File: src/rtl/uart_frame_rx.sv
// uart_frame_rx: oversampling 8N1 UART receiver feeding a frame parser
// (addr, len, len+1 payload bytes, XOR checksum). Each payload byte becomes
// a one-cycle write strobe with addr/data valid in the same cycle.
// Optional build macro: UART_FRAME_TIMEOUT_EN. When defined, a partial frame
// left idle for TIMEOUT_BITS bit-times is abandoned and the parser resyncs.
module uart_frame_rx #(
  parameter int CLKS_PER_BIT = 186,
  parameter int TIMEOUT_BITS = 32
) (
  input  logic       clk,
  input  logic       reset,
  input  logic       rxd,
  output logic [7:0] data,
  output logic [7:0] addr,
  output logic       write,
  output logic       error
);

  localparam int CNT_W = $clog2(CLKS_PER_BIT);
  localparam logic [CNT_W-1:0] BIT_LAST  = CNT_W'(CLKS_PER_BIT - 1);
  localparam logic [CNT_W-1:0] HALF_LAST = CNT_W'(CLKS_PER_BIT / 2 - 1);
  localparam logic [CNT_W-1:0] CNT_ONE   = CNT_W'(1);

  typedef enum logic [1:0] {IDLE, START, DATA, STOP} rx_state_t;
  typedef enum logic [1:0] {P_ADDR, P_LEN, P_DATA, P_SUM} p_state_t;

  // line synchronizer and edge history
  logic rxd_meta_reg, rxd_sync_reg, rxd_prev_reg;

  // receiver state
  rx_state_t        rx_state_reg, rx_state_next;
  logic [CNT_W-1:0] cnt_reg, cnt_next;
  logic [2:0]       bit_idx_reg, bit_idx_next;
  logic [7:0]       rx_byte_reg, rx_byte_next;
  logic             stop_hit_reg, stop_hit_next;
  logic             stop_level_reg, stop_level_next;
  logic             byte_valid_reg, frame_err_reg;

  // parser state
  p_state_t   p_state_reg, p_state_next;
  logic [7:0] addr_reg, addr_next;
  logic [7:0] data_reg, data_next;
  logic       write_reg, write_next;
  logic       error_reg, error_next;
  logic [7:0] checksum_reg, checksum_next;
  logic [8:0] remaining_reg, remaining_next;
  logic       timeout_hit;

  // Two-flop synchronizer on the asynchronous line; the idle level is high.
  always_ff @(posedge clk) begin
    if (reset) begin
      rxd_meta_reg <= 1'b1;
      rxd_sync_reg <= 1'b1;
      rxd_prev_reg <= 1'b1;
    end else begin
      rxd_meta_reg <= rxd;
      rxd_sync_reg <= rxd_meta_reg;
      rxd_prev_reg <= rxd_sync_reg;
    end
  end

  // Receiver next-state: mid-bit sampling driven by a down-counter.
  always_comb begin
    rx_state_next   = rx_state_reg;
    cnt_next        = cnt_reg;
    bit_idx_next    = bit_idx_reg;
    rx_byte_next    = rx_byte_reg;
    stop_hit_next   = 1'b0;
    stop_level_next = rxd_sync_reg;
    case (rx_state_reg)
      IDLE: begin
        if (rxd_prev_reg && !rxd_sync_reg) begin
          rx_state_next = START;
          cnt_next      = HALF_LAST;
        end
      end
      START: begin
        if (cnt_reg == '0) begin
          if (rxd_sync_reg) begin
            rx_state_next = IDLE;          // glitch, not a real start bit
          end else begin
            rx_state_next = DATA;
            cnt_next      = BIT_LAST;
            bit_idx_next  = 3'd0;
          end
        end else begin
          cnt_next = cnt_reg - CNT_ONE;
        end
      end
      DATA: begin
        if (cnt_reg == '0) begin
          rx_byte_next = {rxd_sync_reg, rx_byte_reg[7:1]};
          cnt_next     = BIT_LAST;
          if (bit_idx_reg == 3'd7) begin
            rx_state_next = STOP;
          end else begin
            bit_idx_next = bit_idx_reg + 3'd1;
          end
        end else begin
          cnt_next = cnt_reg - CNT_ONE;
        end
      end
      STOP: begin
        if (cnt_reg == '0) begin
          // back to IDLE right away so a following start edge is not missed
          stop_hit_next = 1'b1;
          rx_state_next = IDLE;
        end else begin
          cnt_next = cnt_reg - CNT_ONE;
        end
      end
      default: rx_state_next = IDLE;
    endcase
  end

  // Receiver registers; the stop-bit verdict is staged one extra cycle.
  always_ff @(posedge clk) begin
    if (reset) begin
      rx_state_reg   <= IDLE;
      cnt_reg        <= '0;
      bit_idx_reg    <= 3'd0;
      rx_byte_reg    <= 8'h00;
      stop_hit_reg   <= 1'b0;
      stop_level_reg <= 1'b1;
      byte_valid_reg <= 1'b0;
      frame_err_reg  <= 1'b0;
    end else begin
      rx_state_reg   <= rx_state_next;
      cnt_reg        <= cnt_next;
      bit_idx_reg    <= bit_idx_next;
      rx_byte_reg    <= rx_byte_next;
      stop_hit_reg   <= stop_hit_next;
      stop_level_reg <= stop_level_next;
      byte_valid_reg <= stop_hit_reg & stop_level_reg;
      frame_err_reg  <= stop_hit_reg & ~stop_level_reg;
    end
  end

`ifdef UART_FRAME_TIMEOUT_EN
  localparam int TO_LIMIT = TIMEOUT_BITS * CLKS_PER_BIT;
  localparam int TO_W     = $clog2(TO_LIMIT + 1);
  logic [TO_W-1:0] idle_cnt_reg;

  assign timeout_hit = (idle_cnt_reg == TO_W'(TO_LIMIT));

  // Count idle line time inside a partial frame; restart on every byte.
  always_ff @(posedge clk) begin
    if (reset) begin
      idle_cnt_reg <= '0;
    end else if (byte_valid_reg || p_state_reg == P_ADDR || timeout_hit) begin
      idle_cnt_reg <= '0;
    end else if (rx_state_reg == IDLE) begin
      idle_cnt_reg <= idle_cnt_reg + TO_W'(1);
    end
  end
`else
  assign timeout_hit = 1'b0;
`endif

  // Parser next-state: framing error resyncs, then bytes, then timeout.
  always_comb begin
    p_state_next   = p_state_reg;
    addr_next      = addr_reg;
    data_next      = data_reg;
    write_next     = 1'b0;
    error_next     = error_reg;
    checksum_next  = checksum_reg;
    remaining_next = remaining_reg;
    if (frame_err_reg) begin
      error_next    = 1'b1;
      p_state_next  = P_ADDR;
      checksum_next = 8'h00;
    end else if (byte_valid_reg) begin
      case (p_state_reg)
        P_ADDR: begin
          addr_next     = rx_byte_reg;
          checksum_next = rx_byte_reg;
          p_state_next  = P_LEN;
        end
        P_LEN: begin
          remaining_next = {1'b0, rx_byte_reg} + 9'd1;
          checksum_next  = checksum_reg ^ rx_byte_reg;
          p_state_next   = P_DATA;
        end
        P_DATA: begin
          data_next      = rx_byte_reg;
          write_next     = 1'b1;
          checksum_next  = checksum_reg ^ rx_byte_reg;
          remaining_next = remaining_reg - 9'd1;
          if (remaining_reg == 9'd1) begin
            p_state_next = P_SUM;
          end
        end
        P_SUM: begin
          // writes already went out; a bad checksum is only reported
          if (rx_byte_reg != checksum_reg) begin
            error_next = 1'b1;
          end
          p_state_next = P_ADDR;
        end
        default: p_state_next = P_ADDR;
      endcase
    end else if (timeout_hit) begin
      p_state_next  = P_ADDR;
      checksum_next = 8'h00;
    end
  end

  // Parser registers.
  always_ff @(posedge clk) begin
    if (reset) begin
      p_state_reg   <= P_ADDR;
      addr_reg      <= 8'h00;
      data_reg      <= 8'h00;
      write_reg     <= 1'b0;
      error_reg     <= 1'b0;
      checksum_reg  <= 8'h00;
      remaining_reg <= 9'd0;
    end else begin
      p_state_reg   <= p_state_next;
      addr_reg      <= addr_next;
      data_reg      <= data_next;
      write_reg     <= write_next;
      error_reg     <= error_next;
      checksum_reg  <= checksum_next;
      remaining_reg <= remaining_next;
    end
  end

  assign data  = data_reg;
  assign addr  = addr_reg;
  assign write = write_reg;
  assign error = error_reg;

endmodule

File: config.mk
export PLATFORM = sky130hd
export DESIGN_NAME = uart_frame_rx
export DESIGN_NICKNAME = d
export VERILOG_FILES = /design/src/rtl/uart_frame_rx.sv
export SDC_FILE = /design/constraint.sdc
export NUM_CORES = 1
export LEC_CHECK = 0
export CAP_MARGIN = 15
export CORE_MARGIN = 5
export CORE_UTILIZATION = 57
export DETAILED_ROUTE_END_ITERATION = 6
export PLACE_DENSITY_LB_ADDON = 0.15
export RECOVER_POWER = 50
export SLEW_MARGIN = 25
export SYNTH_ARGS = -nofsm -noshare
export SYNTH_HDL_FRONTEND = slang
export SYNTH_SLANG_ARGS = --single-unit
File: constraint.sdc
create_clock -name clk -period 2.7 [get_ports clk]
set_input_delay 0.54 -clock clk [delete_from_list [all_inputs] [get_ports clk]]
set_output_delay 0.54 -clock clk [all_outputs]
set_load 0.02 [all_outputs]
**Yosys cells after proc, flatten, opt, wreduce, memory -nomap -nowiden**

Cells that the tools add are included.

- $add $sub $neg: 4
- Multiply operators: 0
- Div/mod/pow operators: 0
- $lt $le $gt $ge: 0
- Equality and inequality tests: 19
- Shift-type cells: 0
- Mux-type cells: 28
- Bitwise operators: 7
- Reductions and logical operators: 25

Operators by type and width:

| cell | number |
|---|---|
| $mux 8 | 5 |
| $pmux 8 s4 | 1 |
| $ne 2x2->1 const B | 9 |
| $pmux 9 s2 | 1 |
| $pmux 2 s4 | 2 |
| $pmux 8 s2 | 1 |
| $reduce_and 3->1 | 5 |
| $mux 2 | 7 |
| $mux 3 | 4 |
| $reduce_bool 2->1 | 6 |
| $reduce_and 5->1 | 2 |
| $add 8x1->9 const B | 1 |
| $eq 9x1->1 const B | 1 |
| $sub 9x1->9 const B | 1 |
| $eq 2x2->1 const B | 4 |
| $logic_not 8->1 | 1 |
| $ne 8x8->1 | 1 |
| $sub 8x1->8 const B | 1 |
| $xor 8x8->8 | 1 |
| $mux 1 | 6 |
| $pmux 3 s2 | 1 |
| $reduce_and 2->1 | 3 |
| $reduce_or 2->1 | 3 |
| $eq 2x1->1 const B | 2 |
| other kinds (9) | 14 |

- Register bits: 64
- Bits in latches: 0
- Bits in writable memories: 0
- ROM bits: 0
- Input bits: 3
- Output and inout port bits: 18
- Memories: 0

**Depth between registers and ports, before layout**

- Depth in word-level cells: 5
- Depth in mapped cells: 8

**Worst setup path after synthesis**

Ideal clock, no wire load.

- Path type: register -> register
- From: register p_state_reg[1]
- To: register remaining_reg[3]
- Setup time: 92 ps
- Data arrival time: 1715 ps
- Required time: 2608 ps
- Slack: 893 ps
- Cell stages (with the launch flop): 8
- Path through: dfxtp_1 -> inv_1 -> ha_1 -> clkbuf_1 -> and3b_1 -> clkbuf_1 -> nand2_1 -> o32ai_1

- Cells in the longest elaborated chain, start to end: 3
- Elaborated cells between the ends (all ways): 5
- Those cells by class: eq/ne: 2; mux: 1; reduce/logical: 2

Ends and longest elaborated chain:

| item | line | text |
|---|---|---|
| start: declaration | 40 | `p_state_t p_state_reg, p_state_next;` |
| start signal: assignment | 220 | `p_state_reg <= p_state_next;` |
| $eq 2x2->1 or $eq 2x1->1 (tied branches) | 174 | `case (p_state_reg)` |
| $reduce_bool 2->1 (no source line) | -- |  |
| $reduce_and 3->1 (no source line) | -- |  |
| end signal: assignment | 226 | `remaining_reg <= remaining_next;` |
| end: declaration | 46 | `logic [8:0] remaining_reg, remaining_next;` |

Several ways; a longest one is shown, not always the timed one.
A chain may end at the register's enable or synchronous reset.

**Worst setup path after layout**

- From: register cnt_reg[0]
- To: register cnt_reg[7]

- Cells in the longest elaborated chain, start to end: 3
- Elaborated cells between the ends (all ways): 9
- Those cells by class: add/sub: 1; eq/ne: 2; mux: 4; reduce/logical: 2

Ends and longest elaborated chain:

| item | line | text |
|---|---|---|
| start: declaration | 32 | `logic [CNT_W-1:0] cnt_reg, cnt_next;` |
| start signal: assignment | 129 | `cnt_reg <= cnt_next;` |
| $sub 8x1->8 or $logic_not 8->1 (tied branches) | -- |  |
| $mux 8, or another cell as far along | 104 | `if (cnt_reg == '0) begin` |
| $pmux 8 s4 or $reduce_and 3->1 (tied branches) | -- |  |

Several ways; a longest one is shown, not always the timed one. The select of a mux whose other input is x is not followed.

==> results.toml <==
[grt]
gr-usage-all-layers = 0.222
grt_pass1_wl_um = 13600
grt_antenna_before_repair = 0
grt_max_degree = 22
grt_pass1_vias = 2808
overflow = 0

[final_layout]
final_cell_mix = "dfxtp_1 (64), nor2_1 (39), a21oi_1 (33), nand2_1 (30), mux2i_1 (24)"
largest_reg_flops = 9
drive_gt1_frac = 0.0775
fillers = 527
final_common_cell = "dfxtp_1"
area_growth_pct = 12.0
postLayoutCoreUtil = 0.659
nets = 440
n_antenna_cell = 0
final_cell_area_um2 = 3900
fin_cells = 501

[detailed_routing]
drt-vias-per-instance = 5.98
via_count = 2995
drt-total-wl_um = 7990
post-route-drc-count = 0
first_pass_iters = 4
first_iter_violations = 193
wl_per_cell_um = 16.0
antenna_left = 0

[power]
p_int_mw = 1.69
swShare = 0.288
p_total_mw = 2.37
leakagePower_nw = 1.52
ir_drop_uv = 366
comb_power_share = 0.166
p_sw_uw = 682
power_density_nw_per_um2 = 607
clockPowerShare = 0.398
p_seq_frac = 0.436

[clock_tree]
clk_pin_slew_ns = 0.07
cts.htree.levels = 3
root_buffer = "clkbuf_8"
ctsHoldBuffers = 0
clk_latency_ns = 0.34
cts_sinks = 64
clk_path_buf_depth = 2
cts-resized-gates = 0
cts_tree = "yes"
post_cts_buffers = 0
cts_buffers = 9

[floorplanning]
core_region_area_um2 = 5920
ios = 21
die_h_um = 88.2
die_width_um = 88.2
initial_utilization = 0.589
die-area_um2 = 7780
rows = 28

[synthesis]
synthArstFlopShare = 0
synth_fp_nets = 432
synth_edf_count = 0
seq_area_frac_synth = 0.368
ys_warn_count = 0
synth_cells = 414
synth_area_um2 = 3480
dominantRegCellSynth = "dfxtp_1"
synth_cell_type_count = 63
ys_ff_latch = 64
syn_avg_cell_area_um2 = 8.42

[worst_hold_path]
hold_depth = 1
min_path_type = "flop to flop"
min_from = "rxd_meta_reg$_SDFF_PP1_"
worstHoldEndpoint = "rxd_sync_reg$_SDFF_PP1_"

[flow_run]
timing.max_cap.violations = 0

[setup_path]
path_class = "flop to flop"
slowest_stage = "nor4b_2"
path_max_fanout = 10
rr_worst_depth = 6
critical-path-max-stage-delay_ns = 0.61
rrSetupSlack_ns = 0.51
r2r_start = "cnt_reg[0]$_SDFFE_PP0P_"
cp.required_ns = 2.97
critPathArrivalTime_ns = 2.46
timing.rr.end = "cnt_reg[7]$_SDFFE_PP0P_"
worstPathCellList = "inv_1 > ha_1 > nor4b_2 > a221oi_1 > a2111o_1 > nor3_1"
cp-start-kind = "flop"
end_kind = "flop"

[sta]
hold_viol_final = 0
clock_skew_ns = 0.00533
max_freq_mhz = 456
worst_slew_pin_slew_ns = 0.854
drv_slew = 0
relSlewSlack = 0.431
fin_crit_ns = 2.19
final-setup-viol-count = 0
rsz0062_at_grt = "no"
post-route-period-util = 0.813
tns_ns = 0

[placed_design]
post-dp-hpwl_um = 5540
port_buffers = 20
detailed_place.area_um2 = 3690
place_inst = 486
gp_congestion = 0.916

[run_status]
outcome = "finished, final reports clean"
==> cell usage after synthesis (4+ instances only) <==
master    number  area share
a21oi_1       33       0.047
a31oi_1        7       0.013
and3_1         4      0.0072
buf_2          4      0.0057
clkbuf_1      22       0.024
dfxtp_1       64        0.37
ha_1          15       0.054
inv_1         16       0.017
mux2i_1       24       0.069
nand2_1       30       0.032
nand3_1       17       0.024
nand4_1       10       0.018
nor2_1        39       0.042
nor2b_1       12       0.022
nor3_1         9       0.013
nor4_1         5      0.0090
o211ai_1       5       0.011
o21ai_0       17       0.024
o31ai_1        5       0.011
or2_2          4      0.0072
or3_1          4      0.0072
xnor2_1       10       0.025
==> worst max-delay path: cells and delay by family, from the launching register on <==
family,cells,cell delay (ns)
buffers and inverters,1,0.10
AOI/OAI and AO/OA,2,0.61
adders and majority gates,1,0.32
and+or+nand+nor,2,0.77
DFF,1,0.33
==> layer usage <==
metal / GRT usage / vias to the layer above / part of all wire
li1: - / 1505 / -
met3: 0.0499 / 14 / 0.052
met5: 0 / - / 0
met2: 0.333 / 83 / 0.46
met4: 0.0810 / 0 / 0.014
met1: 0.314 / 1393 / 0.48
==> cell families (layout without fill, tap and decap cells) <==
logic type,after synthesis,after routing,share of synthesized area
flops,64,64,0.368
compound gates,97,97,0.181
simple gates,154,154,0.236
buf+inv,46,58,0.0560
mux,25,25,0.0722
xor+xnor,13,13,0.0327
fa+ha+maj,15,15,0.0539
==> final cells by class <==
class	instances	area, um^2	share of cell area
tap	75	93.8	0.0241
multi-input combinational	304	2000	0.513
sequential	64	1280	0.328
clock buffer	11	151	0.0388
clock inverter	4	76.3	0.0196
timing repair buffer	27	239	0.0613
inverter	16	60.1	0.0154
==> power by group through the flow <==
stage          Combinational (mW)  Clock (mW)  Sequential, mW
6_report                    0.393       0.942            1.03
3_3_place_gp                0.396           0            1.06
3_5_place_dp                0.395           0            1.06
5_1_grt                     0.433        1.01            1.04
4_1_cts                     0.397       0.960            1.04
2_1_floorplan               0.334           0            1.03
==> through the flow <==
step	worst slack (ns)	hold WS [ns]
floorplan	0.893	0.389
global placement	0.712	0.392
detailed placement	0.621	0.394
CTS	0.621	0.410
global route	0.273	0.427
finish	0.505	0.410
==> worst max-delay path by stage <==
stage / startpoint / to / slack (ns) / cells past startpoint
after global routing: cnt_reg[0]$_SDFFE_PP0P_ / cnt_reg[7]$_SDFFE_PP0P_ / 0.27 / 6
after floorplan: p_state_reg[1]$_SDFFE_PP0P_ / remaining_reg[3]$_SDFFE_PP0P_ / 0.89 / 7
after global placement: p_state_reg[1]$_SDFFE_PP0P_ / remaining_reg[3]$_SDFFE_PP0P_ / 0.71 / 5
final: cnt_reg[0]$_SDFFE_PP0P_ / cnt_reg[7]$_SDFFE_PP0P_ / 0.51 / 6
after CTS: p_state_reg[0]$_SDFFE_PP0P_ / remaining_reg[6]$_SDFFE_PP0P_ / 0.62 / 5
after detailed placement: p_state_reg[0]$_SDFFE_PP0P_ / remaining_reg[7]$_SDFFE_PP0P_ / 0.62 / 5
Power figures use the tool's default switching activity.
